[src/rtl/uncached_wbuf_axi.sv]
// rtl/uncached_wbuf_axi.sv - uncached access engine with posted write buffer and single-beat AXI master
package uncached_wbuf_axi_pkg;

  typedef struct packed {
    logic        awvalid;
    logic [31:0] awaddr;
    logic [7:0]  awlen;
    logic [2:0]  awsize;
    logic [1:0]  awburst;
    logic        awlock;
    logic [3:0]  awcache;
    logic [2:0]  awprot;
    logic        wvalid;
    logic [31:0] wdata;
    logic [3:0]  wstrb;
    logic        wlast;
    logic        bready;
    logic        arvalid;
    logic [31:0] araddr;
    logic [7:0]  arlen;
    logic [2:0]  arsize;
    logic [1:0]  arburst;
    logic        arlock;
    logic [3:0]  arcache;
    logic [2:0]  arprot;
    logic        rready;
  } axi_req_t;

  typedef struct packed {
    logic        awready;
    logic        wready;
    logic        bvalid;
    logic [1:0]  bresp;
    logic        arready;
    logic        rvalid;
    logic [31:0] rdata;
    logic [1:0]  rresp;
  } axi_resp_t;

endpackage

module uncached_wbuf_axi
  import uncached_wbuf_axi_pkg::*;
#(
  parameter int WBUF_DEPTH   = 4,
  parameter bit STRICT_ORDER = 1'b1
) (
  input  logic        clk,
  input  logic        rst,
  input  logic        uncached_read,
  input  logic        uncached_write,
  input  logic [31:0] address,
  input  logic [31:0] wrdata,
  input  logic [3:0]  byteenable,
  output logic        uncached_stall,
  output logic [31:0] uncached_rddata,
  output axi_req_t    axi_req,
  input  axi_resp_t   axi_resp,
  output logic        wbuf_empty
);

  localparam int PW = $clog2(WBUF_DEPTH);

  typedef enum logic [1:0] {W_IDLE, W_SEND, W_RESP} w_state_t;
  typedef enum logic [2:0] {R_IDLE, R_WAIT, R_AR, R_R, R_DONE} r_state_t;

  logic [31:0]   fifo_addr [WBUF_DEPTH];
  logic [31:0]   fifo_data [WBUF_DEPTH];
  logic [3:0]    fifo_be   [WBUF_DEPTH];
  logic [PW-1:0] wr_ptr, rd_ptr;
  logic [PW:0]   count;
  logic          full, push, pop;

  w_state_t      w_state, w_next;
  r_state_t      r_state, r_next;
  logic          aw_pend, w_pend;
  logic [31:0]   r_addr;
  logic          addr_hit, read_blocked;
  logic          unused_resp;

  // Response codes are not acted on; only the handshakes matter.
  assign unused_resp = ^{axi_resp.bresp, axi_resp.rresp};

  assign full  = (count == (PW+1)'(WBUF_DEPTH));
  assign push  = uncached_write && !full;
  assign pop   = (w_state == W_RESP) && axi_resp.bvalid;

  assign wbuf_empty = (count == '0) && (w_state == W_IDLE);

  // Entry storage: the head stays in place until its B arrives, so it also serves as the in-flight copy.
  always_ff @(posedge clk) begin
    if (push) begin
      fifo_addr[wr_ptr] <= address;
      fifo_data[wr_ptr] <= wrdata;
      fifo_be[wr_ptr]   <= byteenable;
    end
  end

  // FIFO pointers and occupancy.
  always_ff @(posedge clk) begin
    if (rst) begin
      wr_ptr <= '0;
      rd_ptr <= '0;
      count  <= '0;
    end else begin
      if (push) wr_ptr <= wr_ptr + 1'b1;
      if (pop)  rd_ptr <= rd_ptr + 1'b1;
      if (push && !pop)      count <= count + 1'b1;
      else if (pop && !push) count <= count - 1'b1;
    end
  end

  // Write engine state register.
  always_ff @(posedge clk) begin
    if (rst) w_state <= W_IDLE;
    else     w_state <= w_next;
  end

  // Write engine next state: address and data channels finish independently before waiting on B.
  always_comb begin
    w_next = w_state;
    case (w_state)
      W_IDLE: if (count != '0) w_next = W_SEND;
      W_SEND: if ((!aw_pend || axi_resp.awready) && (!w_pend || axi_resp.wready)) w_next = W_RESP;
      W_RESP: if (axi_resp.bvalid) w_next = W_IDLE;
      default: w_next = W_IDLE;
    endcase
  end

  // Per-channel outstanding flags for AW and W, armed when an entry is launched.
  always_ff @(posedge clk) begin
    if (rst) begin
      aw_pend <= 1'b0;
      w_pend  <= 1'b0;
    end else if ((w_state == W_IDLE) && (count != '0)) begin
      aw_pend <= 1'b1;
      w_pend  <= 1'b1;
    end else begin
      if (axi_req.awvalid && axi_resp.awready) aw_pend <= 1'b0;
      if (axi_req.wvalid && axi_resp.wready)   w_pend  <= 1'b0;
    end
  end

  // Word-address hazard against every occupied slot; the in-flight entry is still the head slot.
  always_comb begin
    addr_hit = 1'b0;
    for (int i = 0; i < WBUF_DEPTH; i++) begin
      if (({1'b0, PW'(i) - rd_ptr} < count) && (fifo_addr[i][31:2] == r_addr[31:2]))
        addr_hit = 1'b1;
    end
  end

  assign read_blocked = STRICT_ORDER ? !wbuf_empty : addr_hit;

  // Read FSM state register.
  always_ff @(posedge clk) begin
    if (rst) r_state <= R_IDLE;
    else     r_state <= r_next;
  end

  // Read FSM next state.
  always_comb begin
    r_next = r_state;
    case (r_state)
      R_IDLE: if (uncached_read) r_next = R_WAIT;
      R_WAIT: if (!read_blocked) r_next = R_AR;
      R_AR:   if (axi_resp.arready) r_next = R_R;
      R_R:    if (axi_resp.rvalid) r_next = R_DONE;
      R_DONE: r_next = R_IDLE;
      default: r_next = R_IDLE;
    endcase
  end

  // Read address latch and returned data register.
  always_ff @(posedge clk) begin
    if (rst) begin
      r_addr          <= '0;
      uncached_rddata <= '0;
    end else begin
      if ((r_state == R_IDLE) && uncached_read) r_addr <= address;
      if ((r_state == R_R) && axi_resp.rvalid)  uncached_rddata <= axi_resp.rdata;
    end
  end

  assign uncached_stall = (uncached_write && full)
                        || ((r_state == R_IDLE) && uncached_read)
                        || (r_state == R_WAIT) || (r_state == R_AR) || (r_state == R_R);

  // AXI request drive: AW/W from the FIFO head, AR from the latched read address.
  always_comb begin
    axi_req         = '0;
    axi_req.awvalid = (w_state == W_SEND) && aw_pend;
    axi_req.awaddr  = fifo_addr[rd_ptr];
    axi_req.awsize  = 3'b010;
    axi_req.awburst = 2'b01;
    axi_req.wvalid  = (w_state == W_SEND) && w_pend;
    axi_req.wdata   = fifo_data[rd_ptr];
    axi_req.wstrb   = fifo_be[rd_ptr];
    axi_req.wlast   = 1'b1;
    axi_req.bready  = (w_state == W_RESP);
    axi_req.arvalid = (r_state == R_AR);
    axi_req.araddr  = r_addr;
    axi_req.arsize  = 3'b010;
    axi_req.arburst = 2'b01;
    axi_req.rready  = (r_state == R_R);
  end

endmodule

[config.mk]
export PLATFORM = sky130hd
export DESIGN_NAME = uncached_wbuf_axi
export DESIGN_NICKNAME = d
export VERILOG_FILES = /design/src/rtl/uncached_wbuf_axi.sv
export SDC_FILE = /design/constraint.sdc
export NUM_CORES = 1
export LEC_CHECK = 0
export ABC_AREA = 1
export CAP_MARGIN = 10
export CORE_MARGIN = 2
export CORE_UTILIZATION = 51
export CTS_CLUSTER_DIAMETER = 100
export DETAILED_ROUTE_END_ITERATION = 12
export PLACE_DENSITY = 0.8
export SETUP_SLACK_MARGIN = 0.5
export SLEW_MARGIN = 20
export SYNTH_ARGS = -nofsm -noshare
export SYNTH_HDL_FRONTEND = slang
export SYNTH_SLANG_ARGS = --single-unit
[constraint.sdc]
create_clock -name clk -period 5.45 [get_ports clk]
set_input_delay 1.09 -clock clk [delete_from_list [all_inputs] [get_ports clk]]
set_output_delay 1.09 -clock clk [all_outputs]
set_load 0.005 [all_outputs]
==> results.sh, run 1 <==
export IMPL_status="completed"
export IMPL_synth_top_area_cell="edfxtp_1"
export IMPL_whs_ns=0.443
export IMPL_drive_gt1_frac=0.0560
export IMPL_cts_buffer_depth=3
export IMPL_firstDrtPassIters=7
export IMPL_seq_area_um2=9770
export IMPL_reg2reg_depth=5
export IMPL_rsz0062_at_grt="false"
export IMPL_grt_pass1_wl_um=46900
export IMPL_final_cell_mix="edfxtp_1 (272), clkdlybuf4s50_1 (247), o21ai_0 (168)"
export IMPL_routed_wl_um=30000
export IMPL_final_antenna_net_count=0
export IMPL_syn_area_um2=13400
export IMPL_power_leakage_nw=5.93
export IMPL_place_gp_congestion=0.761
export IMPL_n_fill_cell=1901
export IMPL_placeableCoreArea_um2=26000
export IMPL_die_h_um=166
export IMPL_numCtsBuffers=37
export IMPL_cp_start_kind="flop"
export IMPL_cp_arrival_ns=3.02
export IMPL_io_buffers=247
export IMPL_max_vdd_ir_drop_mv=0.302
export IMPL_grt_max_degree=124
export IMPL_period_share=0.754
export IMPL_multi_input_area_um2=2980
export IMPL_pre_cts_slack_ns=1.62
export IMPL_ys_types=27
export IMPL_max_slew_margin_rel=0.279
export IMPL_wl_met3_um=2610
export IMPL_cap_violations=0
export IMPL_yosysWarnings=0
export IMPL_min_path_cells=2
export IMPL_synth_yosys_seq_area_share=0.727
export IMPL_vias_per_cell=5.31
export IMPL_nets=1450
export IMPL_overflow=0
export IMPL_hold_class="reg -> reg"
export IMPL_ys_ff_latch=352
export IMPL_grt_total_usage=0.213
export IMPL_setup_viol=0
export IMPL_htree_num_levels=2
export IMPL_setup_ws_ns=1.34
export IMPL_drc=0
export IMPL_insertion_delay_ns=0.52
export IMPL_antenna_found_initial=1
export IMPL_crit_fanout=84
export IMPL_cts_sinks=352
export IMPL_cts_hold_buf=0
export IMPL_dp_hpwl_um=18100
export IMPL_reg2reg_slack_ns=2.99
export IMPL_num_vias=8997
export IMPL_post_synth_cell_area_avg_um2=12.2
export IMPL_yosysTopAreaCellShare=0.608
export IMPL_area_growth_pct=27.6
export IMPL_cp_data_required_time_ns=4.36
export IMPL_io_pins=295
export IMPL_powerDensity_nw_per_um2=388
export IMPL_min_period_ns=4.11
export IMPL_clock_fmax_mhz=243
export IMPL_worst_slew_pin_slew_ns=1.08
export IMPL_root_buffer="clkbuf_16"
export IMPL_tns_ns=0
export IMPL_dr_wl_met2_um=14700
export IMPL_end_kind="output port"
export IMPL_final_common_cell="edfxtp_1"
export IMPL_grt_pass1_vias=8810
export IMPL_timing_worst_setup_path_type="reg -> out"
export IMPL_die_w_um=166
export IMPL_final_hold_viol_count=0
export IMPL_slew_violations=0
export IMPL_cts_resized=0
export IMPL_netlist_instances=1102
export IMPL_wire_per_inst_um=17.7
export IMPL_rows=59
export IMPL_highest_layer="met5"
export IMPL_cts_tree="done"
export IMPL_yosys_top_cells_area="edfxtp_1 (61%), dfxtp_1 (12%), o21ai_0 (6.3%), nor2_1 (4.3%), o22ai_1 (3.2%)"
export IMPL_dieArea_um2=27700
export IMPL_initial_core_util=0.517
export IMPL_first_iter_violations=738
export IMPL_post_cts_buffers=0
export IMPL_clk_pin_slew_ns=0.06
export IMPL_wl_met1_um=12000
export IMPL_clock_skew_ns=0.0302
==> cells by family (layout without fill, tap and decap cells) <==
kind of cell	Yosys count	count (layout)	share of synthesized area
AO/OA/AOI/OAI	320	320	0.126
AND/OR/NAND/NOR	250	250	0.0747
XOR/XNOR	1	1	0.000652
adder cells (fa/ha/maj)	6	6	0.00615
buffers and inverters	171	386	0.0648
other	2	44	0.000559
flip-flops	352	352	0.727
==> state kept, by name (all words and copies together), names as in the netlist, named ones only <==
| signal | count |
|---|---|
| fifo_addr | 128 |
| fifo_data | 128 |
| r_addr | 32 |
| uncached_rddata | 32 |
| fifo_be | 16 |
| count | 3 |
| r_state | 3 |
| rd_ptr | 2 |
| w_state | 2 |
| wr_ptr | 2 |
| aw_pend | 1 |
| w_pend | 1 |
==> synth_stat cells (all sizes together) <==
library cell and count:
nand2 53, nand4 1, o22ai 69, nor2 156
xor2 1, fa 1, inv 59, o21ai 174
ha 5, conb 2, edfxtp 272, clkbuf 39
nor3 1, a31oi 2, nand3b 1, nand3 38
dfxtp 80, a21oi 75, buf 73
==> routing by layer <==
metal,vias to the layer above,track usage
li1,4317,-
met1,4282,0.262
met2,346,0.364
met3,50,0.0620
met4,2,0.0693
met5,-,0
==> critical path: stages (launching register included) <==
cell,delay (ns)
dfxtp_4,0.70
buf_4,0.75
o21ai_0,0.20
o22ai_1,0.23
clkdlybuf4s50_1,0.58
==> path summary, 6_finish.rpt <==
kind                   start                  to
setup / recovery        flop        axi_req[143]
hold / removal    r_addr[28]          r_addr[28]
setup reg to reg  r_state[1]  uncached_rddata[6]
hold reg to reg   r_addr[28]          r_addr[28]
==> through the flow <==
| stage | area [um2] | cells | util | total power (W) |
|---|---|---|---|---|
| 2_1_floorplan | 13600 | 1143 | - | 0.00381 |
| 3_3_place_gp | 16000 | 1627 | 0.616 | 0.00435 |
| 3_5_place_dp | 16000 | 1627 | 0.616 | 0.00437 |
| 4_1_cts | 17100 | 1693 | 0.659 | 0.00671 |
| 5_1_grt | 17100 | 1693 | 0.659 | 0.00693 |
| 6_report | 17100 | 1694 | 0.659 | 0.00664 |
==> final cells by class <==
class	instances	area share
inverters	59	0.0132
clock inverters	16	0.00672
flip-flops and latches	352	0.570
clock buffers	50	0.0592
diodes	1	0.000146
multi-input cells	620	0.174
repair buffers	261	0.152
well taps	335	0.0245
==> where the power goes <==
group          total (W)  switching, W  internal (W)
Clock            0.00232      0.000965       0.00136
Combinational    0.00107      0.000564      0.000507
Sequential       0.00325     0.0000968       0.00315
(Power assumes the default switching activity.)
==> run 2: changes to the inputs <==
--- a/config.mk
+++ b/config.mk
@@ -8,10 +8,10 @@
 export ABC_AREA = 1
 export CAP_MARGIN = 10
 export CORE_MARGIN = 2
-export CORE_UTILIZATION = 51
+export CORE_UTILIZATION = 46
 export CTS_CLUSTER_DIAMETER = 100
 export DETAILED_ROUTE_END_ITERATION = 12
-export PLACE_DENSITY = 0.8
+export PLACE_DENSITY = 0.77
 export SETUP_SLACK_MARGIN = 0.5
 export SLEW_MARGIN = 20
 export SYNTH_ARGS = -nofsm -noshare
==> constraint.sdc (replaced) <==
create_clock -name clk -period 3.4 [get_ports clk]
set_input_delay 0.68 -clock clk [delete_from_list [all_inputs] [get_ports clk]]
set_output_delay 0.68 -clock clk [all_outputs]
set_load 0.005 [all_outputs]
==> results.sh, run 2 (synthesis results as in run 1) <==
export IMPL_clk_pin_slew_ns=0.06
export IMPL_critical_path_buf_inv_count=2
export IMPL_worst_slew_pin_slew_ns=0.602
export IMPL_final_cell_mix="edfxtp_1 (272), clkdlybuf4s50_1 (231), o21ai_0 (163)"
export IMPL_cp_arrival_ns=2.21
export IMPL_die_h_um=175
export IMPL_tns_ns=0
export IMPL_grt_max_degree=69
export IMPL_power_leakage_nw=6.31
export IMPL_period_share=0.849
export IMPL_cp_endpoint="axi_req[141]"
export IMPL_numCtsBuffers=37
export IMPL_final_hold_viol_count=0
export IMPL_seq_area_um2=9780
export IMPL_placeableCoreArea_um2=28700
export IMPL_cts_hold_buf=0
export IMPL_max_vdd_ir_drop_mv=0.415
export IMPL_insertion_delay_ns=0.52
export IMPL_fin_util=0.618
export IMPL_drc=0
export IMPL_cp_start_kind="flop"
export IMPL_cp_data_required_time_ns=2.72
export IMPL_root_buffer="clkbuf_16"
export IMPL_num_antenna_cells=0
export IMPL_grt_pass1_wl_um=48600
export IMPL_nets=1470
export IMPL_grt_total_usage=0.202
export IMPL_initial_core_util=0.468
export IMPL_end_kind="output port"
export IMPL_first_iter_violations=652
export IMPL_critical_path_top_delay_family="buffers and inverters"
export IMPL_n_fill_cell=2227
export IMPL_io_pins=295
export IMPL_crit_fanout=48
export IMPL_area_growth_pct=32.0
export IMPL_final_common_cell="edfxtp_1"
export IMPL_final_antenna_net_count=0
export IMPL_r2r_end="uncached_rddata[8]"
export IMPL_htree_num_levels=2
export IMPL_reg2reg_from="r_state[1]"
export IMPL_cap_violations=0
export IMPL_reg2reg_slack_ns=1.48
export IMPL_multi_input_area_um2=2980
export IMPL_setup_viol=0
export IMPL_pre_cts_slack_ns=0.733
export IMPL_setup_ws_ns=0.513
export IMPL_slew_violations=0
export IMPL_vias_per_cell=5.29
export IMPL_cts_tree="done"
export IMPL_rows=62
export IMPL_overflow=0
export IMPL_timing_worst_setup_path_type="reg -> out"
export IMPL_dp_hpwl_um=19100
export IMPL_clock_fmax_mhz=346
export IMPL_cp_slowest_stage_delay_ns=0.62
export IMPL_routed_wl_um=33000
export IMPL_critPathSlowestCell="clkdlybuf4s50_1"
export IMPL_crit_cells=4
export IMPL_io_buffers=247
export IMPL_antenna_found_initial=0
export IMPL_cts_buffer_depth=3
export IMPL_status="completed"
export IMPL_reg2reg_depth=7
export IMPL_rsz0062_at_grt="true"
export IMPL_wire_per_inst_um=18.8
export IMPL_grt_pass1_vias=9077
export IMPL_place_gp_congestion=0.778
export IMPL_dieArea_um2=30600
export IMPL_firstDrtPassIters=5
export IMPL_min_period_ns=2.89
export IMPL_powerDensity_nw_per_um2=613
export IMPL_reg_largest_list="fifo_addr: 128 flops, fifo_data: 128 flops"
export IMPL_cts_sinks=352
export IMPL_drive_gt1_frac=0.0719
export IMPL_cp_cell_sequence="buf_16 -> o21ai_0 -> o22ai_1 -> clkdlybuf4s50_1"
export IMPL_num_vias=9309
export IMPL_max_slew_margin_rel=0.599
export IMPL_die_w_um=175
export IMPL_hold_class="reg -> reg"
export IMPL_clock_skew_ns=0.0171
## run 2: cell types whose count changed in the layout (fill, tap and decap cells not counted), moves of 3 or more
cell	before	now
clkdlybuf4s50_1	247	231
o21ai_1	6	11
dlymetal6s2s_1	0	16
clkbuf_16	37	42
buf_16	0	6
clkinv_2	4	8
inv_6	5	2
buf_12	2	9
o21ai_0	168	163
## run 2: report_power, final
group | switching, W | internal (W)
logic | 0.000945 | 0.000880
clock network | 0.00156 | 0.00229
registers | 0.000151 | 0.00505
total | 0.00266 | 0.00822
## run 2: worst min-delay path by stage
stage | start | end | depth (start not counted)
2_1_floorplan | aw_pend | aw_pend | 2
3_3_place_gp | r_addr[2] | r_addr[2] | 2
3_5_place_dp | r_addr[20] | r_addr[20] | 2
4_1_cts | r_addr[20] | r_addr[20] | 2
5_1_grt | r_addr[12] | r_addr[12] | 2
6_report | r_addr[20] | r_addr[20] | 2
## run 2: area by class of cell
cell class | count | share of cell area
clock buffers | 48 | 0.0581
multi-input cells | 620 | 0.168
repair inverters | 1 | 0.000635
flip-flops and latches | 352 | 0.551
inverters | 59 | 0.0147
clock inverters | 17 | 0.00797
well taps | 384 | 0.0271
repair buffers | 280 | 0.172
## run 2: through the flow
step / cell area (um2) / power [W] / hold WS, ns / instances
2_1_floorplan: 13600 / 0.00610 / 0.439 / 1143
3_3_place_gp: 16200 / 0.00700 / 0.432 / 1685
3_5_place_dp: 16200 / 0.00706 / 0.436 / 1685
4_1_cts: 17500 / 0.0109 / 0.445 / 1752
5_1_grt: 17700 / 0.0113 / 0.465 / 1761
6_report: 17700 / 0.0109 / 0.442 / 1761
## run 2: routing by layer
metal / GRT usage / share of wire / wire length (um) / vias to the layer above
li1: - / - / - / 4360
met1: 0.253 / 0.41 / 13400 / 4471
met2: 0.347 / 0.49 / 16100 / 431
met3: 0.0548 / 0.088 / 2900 / 47
met4: 0.0531 / 0.020 / 653 / 0
met5: 0 / 0 / 0 / -
## run 2: worst reg2reg max path: stages (launching register included)
cell and delay, ns:
dfxtp_1 0.39, nand2_1 0.11, nor2_4 0.13, buf_4 0.33, nand2_1 0.34, buf_4 0.32, nand2_1 0.10, a21oi_1 0.06
## run 2: repair_timing
action | 4_1_cts | 5_1_grt
buffers inserted | 0 | 3
endpoints found under the setup margin | 68 | 59
gates resized for setup | 15 | 28
cloned | 2 | 6
==> run 3: changes to the inputs <==
==> constraint.sdc (replaced) <==
create_clock -name clk -period 2.4 [get_ports clk]
set_input_delay 0.48 -clock clk [delete_from_list [all_inputs] [get_ports clk]]
set_output_delay 0.48 -clock clk [all_outputs]
set_load 0.005 [all_outputs]
==> results.sh, run 3 (synthesis results as in run 1) <==
export IMPL_vias_per_cell=5.42
export IMPL_cp_start_kind="flop"
export IMPL_clock_fmax_mhz=425
export IMPL_insertion_delay_ns=0.51
export IMPL_die_h_um=175
export IMPL_setup_viol=0
export IMPL_drc=0
export IMPL_reg2reg_depth=10
export IMPL_cap_violations=0
export IMPL_placeableCoreArea_um2=28700
export IMPL_first_iter_violations=778
export IMPL_place_gp_congestion=0.794
export IMPL_final_common_cell="edfxtp_1"
export IMPL_firstDrtPassIters=5
export IMPL_hold_class="reg -> reg"
export IMPL_cts_tree="done"
export IMPL_r2r_end="count[1]"
export IMPL_power_leakage_nw=7.21
export IMPL_final_cell_mix="edfxtp_1 (272), clkdlybuf4s50_1 (158), nor2_1 (120)"
export IMPL_num_vias=10000
export IMPL_holdPathEnd="r_addr[8]"
export IMPL_io_buffers=247
export IMPL_cts_hold_buf=0
export IMPL_cp_data_required_time_ns=1.92
export IMPL_cts_sinks=352
export IMPL_io_pins=295
export IMPL_n_fill_cell=1957
export IMPL_nets=1551
export IMPL_dieArea_um2=30600
export IMPL_routed_wl_um=38600
export IMPL_reg2reg_slack_ns=0.58
export IMPL_period_share=0.981
export IMPL_top_usage_layer="met2"
export IMPL_cp_arrival_ns=1.87
export IMPL_antenna_found_initial=3
export IMPL_rows=62
export IMPL_whs_ns=0.442
export IMPL_max_slew_margin_rel=0.570
export IMPL_min_period_ns=2.35
export IMPL_final_hold_viol_count=0
export IMPL_rsz0062_at_grt="true"
export IMPL_status="completed"
export IMPL_hold_start="r_addr[8]"
export IMPL_grt_util_met3=0.0640
export IMPL_tns_ns=0
export IMPL_cts_buffer_depth=3
export IMPL_grt_pass1_vias=9978
export IMPL_setup_ws_ns=0.0455
export IMPL_worst_slew_pin_slew_ns=0.645
export IMPL_drive_gt1_frac=0.253
export IMPL_htree_num_levels=2
export IMPL_pre_cts_slack_ns=0.139
export IMPL_gr_usage_met2=0.418
export IMPL_reg2reg_from="count[1]"
export IMPL_min_path_cells=2
export IMPL_p_total_w=0.0160
export IMPL_grt_pass1_wl_um=56400
export IMPL_overflow=0
export IMPL_grt_total_usage=0.239
export IMPL_initial_core_util=0.468
export IMPL_clock_skew_ns=0.0119
export IMPL_reg_largest_list="fifo_addr: 128 flops, fifo_data: 128 flops"
export IMPL_powerDensity_nw_per_um2=826
export IMPL_numCtsBuffers=36
export IMPL_clk_pin_slew_ns=0.06
export IMPL_timing_worst_setup_path_type="reg -> out"
export IMPL_grt_max_degree=65
export IMPL_use_met1=0.289
export IMPL_root_buffer="clkbuf_16"
export IMPL_crit_fanout=12
export IMPL_end_kind="output port"
export IMPL_final_antenna_net_count=0
export IMPL_max_vdd_ir_drop_mv=0.671
export IMPL_area_growth_pct=44.0
export IMPL_die_w_um=175
export IMPL_wire_per_inst_um=20.9
export IMPL_dp_hpwl_um=19100
export IMPL_slew_violations=0
run 3: worst max-delay path, stage by stage, from the launching register on:
cell and delay (ns):
dfxtp_4 0.41, inv_8 0.14, buf_12 0.13, bufbuf_16 0.27, nor2_1 0.05, o22ai_1 0.21, buf_2 0.16
run 3: repair_timing:
item,4_1_cts,5_1_grt
endpoints found under the setup margin,76,89
cloned,25,3
pin swaps,42,65
setup buffers,30,22
gates resized for setup,422,170
run 3: final cells by class:
cell class              instances  area, um2  area share
multi-input cells             620       3540       0.183
repair buffers                363       4110       0.212
clock inverters                16        166     0.00860
flip-flops and latches        352       9800       0.507
diodes                          3       7.51    0.000388
well taps                     384        480      0.0248
inverters                      59        241      0.0125
clock buffers                  50        996      0.0515
run 3: where the power goes:
group	total, W	internal (W)	switching, W
Combinational	0.00302	0.00146	0.00156
Clock	0.00552	0.00324	0.00228
Sequential	0.00744	0.00717	0.000262
Total	0.0160	0.0119	0.00410
run 3: per-layer routing:
metal  vias up  share of wire
met5         -        0.00070
met3        78          0.092
met1      4879           0.38
met2       507           0.50
li1       4543              -
met4         4          0.030
run 3: worst max-delay path by stage:
| stage | start | endpoint | slack [ns] | cells past startpoint |
|---|---|---|---|---|
| after floorplan | count[0] | fifo_addr[0][0] | 0.35 | 4 |
| after global placement | uncached_write | count[2] | 0.11 | 10 |
| after detailed placement | uncached_write | count[2] | 0.14 | 10 |
| after CTS | flop | axi_req[61] | 0.03 | 4 |
| after global routing | flop | axi_req[80] | -0.004 | 6 |
| final | flop | axi_req[80] | 0.05 | 6 |
run 3: through the flow:
step | instance area (um2) | util | std cells
final | 19300 | 0.674 | 1847
after global routing | 19300 | 0.674 | 1844
after CTS | 18600 | 0.649 | 1819
after detailed placement | 16400 | 0.573 | 1698
after global placement | 16400 | 0.573 | 1698
after floorplan | 13600 | - | 1143
